<file path="config.mk">
export PLATFORM = sky130hd
export DESIGN_NAME = branch_resolve_queue
export DESIGN_NICKNAME = d
export VERILOG_FILES = /design/src/rtl/branch_resolve_queue_pkg.sv /design/src/rtl/branch_resolve_queue_br_target_calc.sv /design/src/rtl/branch_resolve_queue.sv
export SDC_FILE = /design/constraint.sdc
export NUM_CORES = 2
export LEC_CHECK = 0
export CORE_AREA = 2 2 353 355
export DETAILED_ROUTE_END_ITERATION = 7
export DIE_AREA = 0 0 355 357
export HOLD_SLACK_MARGIN = 0.15
export PLACE_DENSITY = 0.68
export SYNTH_ARGS = -nofsm -noshare
export SYNTH_HDL_FRONTEND = slang
export SYNTH_SLANG_ARGS = --single-unit
</file>
<file path="constraint.sdc">
create_clock -name clk_i -period 38.6 [get_ports clk_i]
set_clock_uncertainty 0.05 [all_clocks]
set_input_delay 7.72 -clock clk_i [delete_from_list [all_inputs] [get_ports clk_i]]
set_output_delay 7.72 -clock clk_i [all_outputs]
set_load 0.005 [all_outputs]
</file>
<file path="src/rtl/branch_resolve_queue_pkg.sv">
// Shared types for the branch resolution queue.
//  br_op_e    : control-flow operation issued to a branch port
//  cf_t       : control-flow class (predicted and resolved)
//  br_entry_t : one resolution record held in the queue and shown at the head
// The entry struct is sized by BR_VLEN / BR_TID_BITS; instantiate the top with
// matching VLEN / TRANS_ID_BITS.
package branch_resolve_queue_pkg;

   localparam int unsigned BR_VLEN     = 64;
   localparam int unsigned BR_TID_BITS = 3;

   typedef enum logic [2:0] {
      BR_BEQ, BR_BNE, BR_BLT, BR_BGE, BR_BLTU, BR_BGEU, BR_JAL, BR_JALR
   } br_op_e;

   typedef enum logic [2:0] {
      NoCF, Branch, Jump, JumpR, Return
   } cf_t;

   typedef struct packed {
      logic [BR_VLEN-1:0]     pc;
      logic [BR_VLEN-1:0]     target;
      logic                   is_taken;
      logic                   is_mispredict;
      logic                   exc;
      cf_t                    cf_type;
      logic [BR_TID_BITS-1:0] trans_id;
   } br_entry_t;

   // Conditional branches are everything except the two jumps.
   function automatic logic is_bxx(input br_op_e op);
      return !(op == BR_JAL || op == BR_JALR);
   endfunction

endpackage

</file>
<file path="src/rtl/branch_resolve_queue_br_target_calc.sv">
// Per-port resolution logic (purely combinational).
//  i_op/i_pc/i_imm/i_opa  : operation, pc, immediate, rs1
//  i_comp                 : branch comparison result
//  i_compressed           : 16-bit instruction (link = pc+2)
//  i_pred_cf/i_pred_addr  : frontend prediction
//  o_target               : resolved next pc (jump target when taken, link otherwise)
//  o_link                 : pc+2 / pc+4
//  o_taken/o_mispredict/o_exc/o_cf : resolution flags and class
module br_target_calc
   import branch_resolve_queue_pkg::*;
#(
   parameter int unsigned VLEN = BR_VLEN,
   parameter bit          RVC  = 1'b1
) (
   input  br_op_e            i_op,
   input  logic [VLEN-1:0]   i_pc,
   input  logic [VLEN-1:0]   i_imm,
   input  logic [VLEN-1:0]   i_opa,
   input  logic              i_comp,
   input  logic              i_compressed,
   input  cf_t               i_pred_cf,
   input  logic [VLEN-1:0]   i_pred_addr,
   output logic [VLEN-1:0]   o_target,
   output logic [VLEN-1:0]   o_link,
   output logic              o_taken,
   output logic              o_mispredict,
   output logic              o_exc,
   output cf_t               o_cf
);

   logic [VLEN-1:0] w_jt;
   logic            w_mis_raw;

   always_comb begin
      o_link   = i_pc + (i_compressed ? VLEN'(2) : VLEN'(4));
      w_jt     = (i_op == BR_JALR) ? ((i_opa + i_imm) & ~VLEN'(1)) : (i_pc + i_imm);
      o_taken  = is_bxx(i_op) ? i_comp : 1'b1;
      o_cf     = is_bxx(i_op) ? Branch : ((i_op == BR_JAL) ? Jump : JumpR);
      o_target = o_taken ? w_jt : o_link;
      o_exc    = !RVC && o_taken && w_jt[1];
      case (o_cf)
         Branch:  w_mis_raw = (o_taken != (i_pred_cf == Branch)) ||
                              (o_taken && (i_pred_addr != w_jt));
         Jump:    w_mis_raw = (i_pred_cf == NoCF);
         default: w_mis_raw = (i_pred_cf == NoCF) || (i_pred_addr != w_jt);
      endcase
      // A faulting target is reported as an exception, never as a redirect.
      o_mispredict = w_mis_raw && !o_exc;
   end

endmodule

</file>
<file path="src/rtl/branch_resolve_queue.sv">
// Multi-port branch resolution unit with an in-order drain queue.
//  clk_i/rst_i/flush_i        : clock, sync active-high reset, pipeline flush
//  valid_i..pred_addr_i       : NR_PORTS branch inputs, port 0 oldest
//  ready_o                    : queue can take NR_PORTS entries this cycle
//  link_o                     : per-port pc+2/pc+4 (combinational)
//  res_valid_o/res_ready_i    : head handshake, res_o is the head entry
//  exc_valid_o/exc_tval_o     : head carries a misaligned-target exception
//  mispredict_cnt_o           : saturating count of drained mispredicts
module branch_resolve_queue
   import branch_resolve_queue_pkg::*;
#(
   parameter int unsigned VLEN          = BR_VLEN,
   parameter int unsigned NR_PORTS      = 2,
   parameter int unsigned DEPTH         = 4,
   parameter int unsigned TRANS_ID_BITS = BR_TID_BITS,
   parameter bit          RVC           = 1'b1,
   parameter int unsigned CNT_W         = 32
) (
   input  logic                                   clk_i,
   input  logic                                   rst_i,
   input  logic                                   flush_i,
   input  logic [NR_PORTS-1:0]                    valid_i,
   input  br_op_e                                 op_i [NR_PORTS],
   input  logic [NR_PORTS-1:0][VLEN-1:0]          pc_i,
   input  logic [NR_PORTS-1:0][VLEN-1:0]          imm_i,
   input  logic [NR_PORTS-1:0][VLEN-1:0]          operand_a_i,
   input  logic [NR_PORTS-1:0]                    comp_res_i,
   input  logic [NR_PORTS-1:0]                    is_compressed_i,
   input  logic [NR_PORTS-1:0][TRANS_ID_BITS-1:0] trans_id_i,
   input  cf_t                                    pred_cf_i [NR_PORTS],
   input  logic [NR_PORTS-1:0][VLEN-1:0]          pred_addr_i,
   output logic                                   ready_o,
   output logic [NR_PORTS-1:0][VLEN-1:0]          link_o,
   output logic                                   res_valid_o,
   input  logic                                   res_ready_i,
   output br_entry_t                              res_o,
   output logic                                   exc_valid_o,
   output logic [VLEN-1:0]                        exc_tval_o,
   output logic [CNT_W-1:0]                       mispredict_cnt_o
);

   localparam int unsigned PW = (DEPTH > 1) ? $clog2(DEPTH) : 1;
   localparam int unsigned CW = $clog2(DEPTH + 1);

   br_entry_t          r_q [DEPTH];
   logic [PW-1:0]      r_rd, r_wr;
   logic [CW-1:0]      r_cnt;
   logic               r_ready;
   logic [CNT_W-1:0]   r_mis_cnt;

   br_entry_t          w_ent [NR_PORTS];
   br_entry_t          w_head;
   logic [PW-1:0]      w_slot [NR_PORTS];
   logic [NR_PORTS-1:0] w_push;
   logic [CW-1:0]      w_npush, w_cnt_nxt;
   logic               w_valid, w_pop, w_squash, w_clear;

   for (genvar p = 0; p < NR_PORTS; p++) begin : g_port
      logic [VLEN-1:0] w_target;
      logic            w_taken, w_mis, w_exc;
      cf_t             w_cf;

      br_target_calc #(.VLEN(VLEN), .RVC(RVC)) u_calc (
         .i_op         (op_i[p]),
         .i_pc         (pc_i[p]),
         .i_imm        (imm_i[p]),
         .i_opa        (operand_a_i[p]),
         .i_comp       (comp_res_i[p]),
         .i_compressed (is_compressed_i[p]),
         .i_pred_cf    (pred_cf_i[p]),
         .i_pred_addr  (pred_addr_i[p]),
         .o_target     (w_target),
         .o_link       (link_o[p]),
         .o_taken      (w_taken),
         .o_mispredict (w_mis),
         .o_exc        (w_exc),
         .o_cf         (w_cf)
      );

      assign w_ent[p] = '{pc: pc_i[p], target: w_target, is_taken: w_taken,
                          is_mispredict: w_mis, exc: w_exc, cf_type: w_cf,
                          trans_id: trans_id_i[p]};
   end

   // Valid ports are packed: each takes the next free slot after all older valid ports.
   always_comb begin
      w_push  = valid_i & {NR_PORTS{r_ready}};
      w_npush = '0;
      for (int p = 0; p < NR_PORTS; p++) begin
         w_slot[p] = PW'((int'(r_wr) + int'(w_npush)) % DEPTH);
         if (w_push[p]) w_npush = w_npush + CW'(1);
      end
   end

   assign w_head    = r_q[r_rd];
   assign w_valid   = (r_cnt != '0);
   assign w_pop     = w_valid && res_ready_i;
   assign w_squash  = w_pop && (w_head.is_mispredict || w_head.exc);
   assign w_clear   = flush_i || w_squash;
   assign w_cnt_nxt = r_cnt + w_npush - CW'(w_pop);

   always_ff @(posedge clk_i) begin
      if (rst_i) begin
         r_rd      <= '0;
         r_wr      <= '0;
         r_cnt     <= '0;
         r_ready   <= 1'b1;
         r_mis_cnt <= '0;
      end else begin
         // A flushed pop never reaches the frontend, so it is not counted.
         if (!flush_i && w_pop && w_head.is_mispredict && (r_mis_cnt != '1))
            r_mis_cnt <= r_mis_cnt + CNT_W'(1);
         if (w_clear) begin
            // Pushes this cycle are dropped, so the write pointer stays put.
            r_rd    <= r_wr;
            r_cnt   <= '0;
            r_ready <= 1'b1;
         end else begin
            r_cnt   <= w_cnt_nxt;
            r_wr    <= PW'((int'(r_wr) + int'(w_npush)) % DEPTH);
            if (w_pop) r_rd <= PW'((int'(r_rd) + 1) % DEPTH);
            r_ready <= (int'(DEPTH) - int'(w_cnt_nxt)) >= int'(NR_PORTS);
         end
      end
   end

   // Storage needs no reset: every output view of it is gated by the count.
   always_ff @(posedge clk_i) begin
      if (!rst_i && !w_clear) begin
         for (int p = 0; p < NR_PORTS; p++)
            if (w_push[p]) r_q[w_slot[p]] <= w_ent[p];
      end
   end

   assign ready_o          = r_ready;
   assign res_valid_o      = w_valid;
   assign res_o            = w_valid ? w_head : '0;
   assign exc_valid_o      = w_valid && w_head.exc;
   assign exc_tval_o       = exc_valid_o ? w_head.target : '0;
   assign mispredict_cnt_o = r_mis_cnt;

endmodule
</file>
; ---- Yosys cells after proc, flatten, opt, wreduce, memory -nomap -nowiden
; Memory sizes are Yosys's and may differ from the RTL's. A register that Yosys moved wholly into a read port is not among the register bits.
; Cells that the tools add are included.
[word_totals]
ff_bits = 40
mem_bits_rw = 544
output_inout_bits = 364
mem_count = 1
[memory_table]
columns = memory, words, word_bits, rd, rd_ports_with_merged_regs, wr, line
row1 = r_q, 4, 136, 1, 1, 2, branch_resolve_queue.sv:45  ; br_entry_t r_q [DEPTH];
[classes]
addsub = 14
n_lt_le_gt_ge = 1
eq_ne = 15
n_mux = 28
bitwise = 1
n_reduce_logical = 25
[op_table]
columns = operator, n
row1 = $add 64x64->64, 6
row2 = $mux 64, 5
row3 = $mux 137, 1
row4 = $ne 64x64->1, 2
row5 = $add 32x1->32 const B, 1
row6 = $ne 32x32->1 const B, 1
row7 = $mux 3, 5
row8 = $eq 3x1->1 const B, 4
row9 = $eq 3x3->1 const B, 4
row10 = $mux 1, 11
row11 = $logic_and 1x1->1, 8
row12 = $mux 2, 4
row13 = $logic_or 1x1->1, 7
row14 = $eq 3x2->1 const B, 2
row15 = $logic_not 3->1, 2
row16 = $add 2x2->2, 2
row17 = $ge 4x3->1 const B, 1
row18 = $pmux 1 s2, 2
row19 = $sub 3x3->4 const A, 1
row20 = $add 3x1->3 const B, 1
row21 = $add 3x3->3, 1
row22 = $logic_not 1->1, 3
row23 = $reduce_bool 3->1, 1
row24 = $sub 3x1->3, 1
row25 = 7 further kinds, 8

; ---- Longest topological paths before layout
[logic_depth]
depth_word = 8
depth_mapped = 18
mapped_depth_nobuf = 17

; ---- Cells and area by module
; A second synthesis with hierarchy kept.
[hier_totals]
cells_unflattened = 6142
hier_area_um2 = 57173.6
[modules_own_cells]
columns = mod, n_inst, cells_each, area_per_inst_um2, seq_area_each_um2
row1 = branch_resolve_queue, 1, 1825, 29997.5, 17296.6
row2 = br_target_calc at g_port[0].u_calc, 1, 2216, 13884.6, 0.0
row3 = br_target_calc at g_port[1].u_calc, 1, 2101, 13291.5, 0.0

; ---- Least setup slack after synthesis
; No wires, ideal clock.
[synth_path]
path_type = input -> register
start = in flush_i
end = mem r_q[2][0] (netlist bit) (enable)
t_arrival_ps = 17865
t_required_ps = 37734
path_slack_ps = 19870
path_stages = 6
path_buffers = 1
path_cell_list = nand2b_1 -> clkbuf_1 -> nor2_1 -> and2_1 -> nand2_1 -> o21ai_0
[synth_lines]
columns = element, line
row1 = "start, declared", branch_resolve_queue.sv:21  ; input logic flush_i,
row2 = "end, declared", branch_resolve_queue.sv:45

==> impl_metrics.ini <==
[place]
pre_cts_ws_ps = 17780
place_congestion = 1.13
dp_hpwl_um = 242000
port_buffers = 836

[power_and_ir_drop]
power_frac_seq_pct = 29.4
combPwrFrac_pct = 49.0
p_leak_nw = 25.4
internal_power_mw = 1.56
power_switching_mw = 1.07
fin_total_pwr_mw = 2.63
p_clk_share_pct = 21.6
p_per_area_nw_per_um2 = 40.0
peakVddDrop_mv = 0.0493
swShare_pct = 40.8

[clock_tree]
cts-buffers-inserted = 61
clock_latency_ps = 680
htreeDepth = 2
cts_sinks = 582
cts_tree = yes
ctsHoldBuffers = 0
cts-resized-gates = 0
cts_setup_buffers = 0
path_clk_slew_ps = 60
cts.path.max_buffers = 3
clockRootBuffer = clkbuf_16

[layout]
syn2layout_area_growth_pct = 20.7
fill_cells = 11500
nNetsFinal = 7898
drive_gt1_share_pct = 5.79
finish.utilization_pct = 53.5

[global_route]
grt_pass1_wl_um = 404000
grt_max_degree = 136
grt.total_usage_pct = 45.0
grt_overflow_total = 0
grt_pass1_vias = 52500
grt_antenna_before_repair = 27

[critical_path]
r2r_slack_ps = 32710
endpoint_kind = output pin
slowest_delay_ps = 620
worstPathRequired_ps = 30830
crit_path_cell_trace = clkdlybuf4s50_1 -> ha_1 -> a21oi_1 -> nor4_1 -> and3_1 -> nand4_1 -> nor3_2 -> nand3_1 -> nor2_1 -> nand3_1 -> nor2_1 -> xor2_1 -> clkdlybuf4s50_1
start_kind = input port
cp_max_fo = 7
slowest_stage = clkdlybuf4s50_1
crit_type = input port to output pin
crit_arrival_ps = 13250
reg2reg_depth = 13
rr_endpoint = r_q[1][75]$_DFFE_PP_

[sta]
setup_viol = 0
slew_violations = 0
report.final.hold_viol_count = 0
min_period_ps = 21020
worst-slew-pin-transition_ps = 1430
max_freq_mhz = 47.6
post-route-period-util_pct = 54.4
slew_headroom_pct = 3.59
rsz0062_at_grt = false
hold_slack_ps = 470
timing.final.ws_setup_ps = 17580
setup_tns_ps = 0

[synth]
synthCells = 6537
synth_area_per_cell_sq_um = 8.33
syn_area_sq_um = 54500
synth_ff_type = edfxtp_1
synth_edf_count = 540
synth.distinct_cells = 115
yosys_warnings = 0
yosysSeqAreaShare_pct = 31.3
ys_seq_elements = 582
ys_async_sr_fraction_pct = 0

[routing]
firstDrtPassIters = 6
remaining_drc_errors = 0
drt_iter0_drc = 9020
vias = 57400
drtAntennaViolNets = 0
routedWlPerCell_um = 33.9
finalWirelength_um = 298000
viasPerCell = 6.53

[worst_hold_path]
hp-start = mispredict_cnt_o[30]$_SDFFE_PP0P_
hold_class = flop to flop
hold_depth = 2
hold-path-endpoint = mispredict_cnt_o[30]$_SDFFE_PP0P_

[job]
maxCapViolCount = 0

[floorplan]
num_rows = 129
die_h_um = 357
die_area_sq_um = 127000
die_w_um = 355
ios = 904
core-area_sq_um = 123000
start_util_pct = 44.3

[run_status]
status = finished, final reports clean
==> power by group through the flow <==
stage	clock network [mW]	registers (mW)	logic, mW
3_5_place_dp	0	0.786	1.24
6_report	0.568	0.774	1.29
2_1_floorplan	0	0.794	0.639
3_3_place_gp	0	0.784	1.24
4_1_cts	0.569	0.773	1.25
5_1_grt	0.593	0.777	1.33
==> placed cells by master, fill, tap and decap left out, drive strengths merged, types with 65 or more instances in the layout <==
cell type / count
nor3: 115
conb: 67
o21ai: 422
nor2: 443
o21a: 65
nand2: 1485
edfxtp: 540
and2: 163
clkdlybuf4s50: 836
clkbuf: 74
buf: 87
o211ai: 74
inv: 73
mux2i: 199
a21o: 79
a21oi: 453
xnor2: 276
nand3: 142
mux4: 135
xor2: 199
nand4: 148
ha: 261
==> worst max-delay path, delay by kind of cell <==
kind                       cells  cell delay, ps
AOI/OAI and AO/OA              1             140
xor gates and xnor gates       1             380
and+or+nand+nor                8            3370
buffers and inverters          2            1210
adders and majority gates      1             390
==> synthesized netlist by cell type, types with 34 or more instances <==
| cell | n | share of area, % |
|---|---|---|
| a211oi_1 | 56 | 0.77 |
| a21o_1 | 79 | 1.1 |
| a21oi_1 | 445 | 4.1 |
| a31oi_1 | 51 | 0.59 |
| and2_1 | 163 | 1.9 |
| and3_1 | 57 | 0.65 |
| buf_1 | 63 | 0.43 |
| buf_4 | 70 | 0.96 |
| clkbuf_1 | 333 | 2.3 |
| dfxtp_1 | 42 | 1.5 |
| edfxtp_1 | 540 | 30 |
| ha_1 | 261 | 6.0 |
| inv_1 | 73 | 0.50 |
| mux2i_1 | 198 | 3.6 |
| mux4_2 | 135 | 5.6 |
| nand2_1 | 1482 | 10 |
| nand2b_1 | 34 | 0.39 |
| nand3_1 | 142 | 1.3 |
| nand4_1 | 148 | 1.7 |
| nor2_1 | 441 | 3.0 |
| nor3_1 | 112 | 1.0 |
| nor4_1 | 44 | 0.51 |
| o211ai_1 | 70 | 0.96 |
| o21a_1 | 64 | 0.88 |
| o21ai_0 | 393 | 3.6 |
| or3_1 | 45 | 0.52 |
| xnor2_1 | 275 | 4.4 |
| xor2_1 | 199 | 3.2 |
==> registers in the layout, summed over array words and instances, names as in the netlist, named ones only <==
register,cells
r_rd,2
ready_o,1
r_wr,2
mispredict_cnt_o,32
r_q,540
r_cnt,3
==> routing by layer <==
metal / global-route usage (%) / routed length [um]
met1: 59.0 / 114000
met2: 67.7 / 127000
met3: 12.0 / 36900
met4: 24.4 / 19900
met5: 0 / 39
==> through the flow <==
step / area [sq um] / cells
final: 65800 / 8796
after global routing: 65700 / 8783
after CTS: 65700 / 8773
after detailed placement: 63800 / 8664
after global placement: 63800 / 8664
after floorplan: 54700 / 6603
==> area by class of cell <==
| class | instances | area, sq um | area share, % |
|---|---|---|---|
| antenna | 23 | 57.6 | 0.0875 |
| clock buffer | 74 | 1580 | 2.40 |
| clock inverter | 35 | 312 | 0.474 |
| inverter | 73 | 274 | 0.417 |
| multi-input combinational | 5449 | 35400 | 53.8 |
| sequential | 582 | 17100 | 26.0 |
| tap | 1637 | 2050 | 3.11 |
| timing repair buffer | 923 | 9070 | 13.8 |
==> worst max-delay path by stage <==
stage | slack [ps] | endpoint | from
4_1_cts | 17780 | link_o[124] | pc_i[66]
2_1_floorplan | 19870 | r_q[2][0]$_DFFE_PP_ | flush_i
3_5_place_dp | 17780 | link_o[122] | pc_i[66]
6_report | 17580 | link_o[122] | pc_i[66]
5_1_grt | 17460 | link_o[122] | pc_i[66]
3_3_place_gp | 17810 | link_o[124] | pc_i[66]
==> cell families (layout without fill, tap and decap cells) <==
family          count (synthesis)  after routing  synth area share [%]
mux                           338            338                  9.35
simple gates                 2820           2820                  23.4
compound gates               1471           1471                  17.1
xor+xnor                      485            485                  8.08
flops                         582            582                  31.3
other cells                     1             90               0.00689
fa+ha+maj                     268            268                  6.25
buf+inv                       572           1105                  4.51
Power figures use the tool's default switching activity.
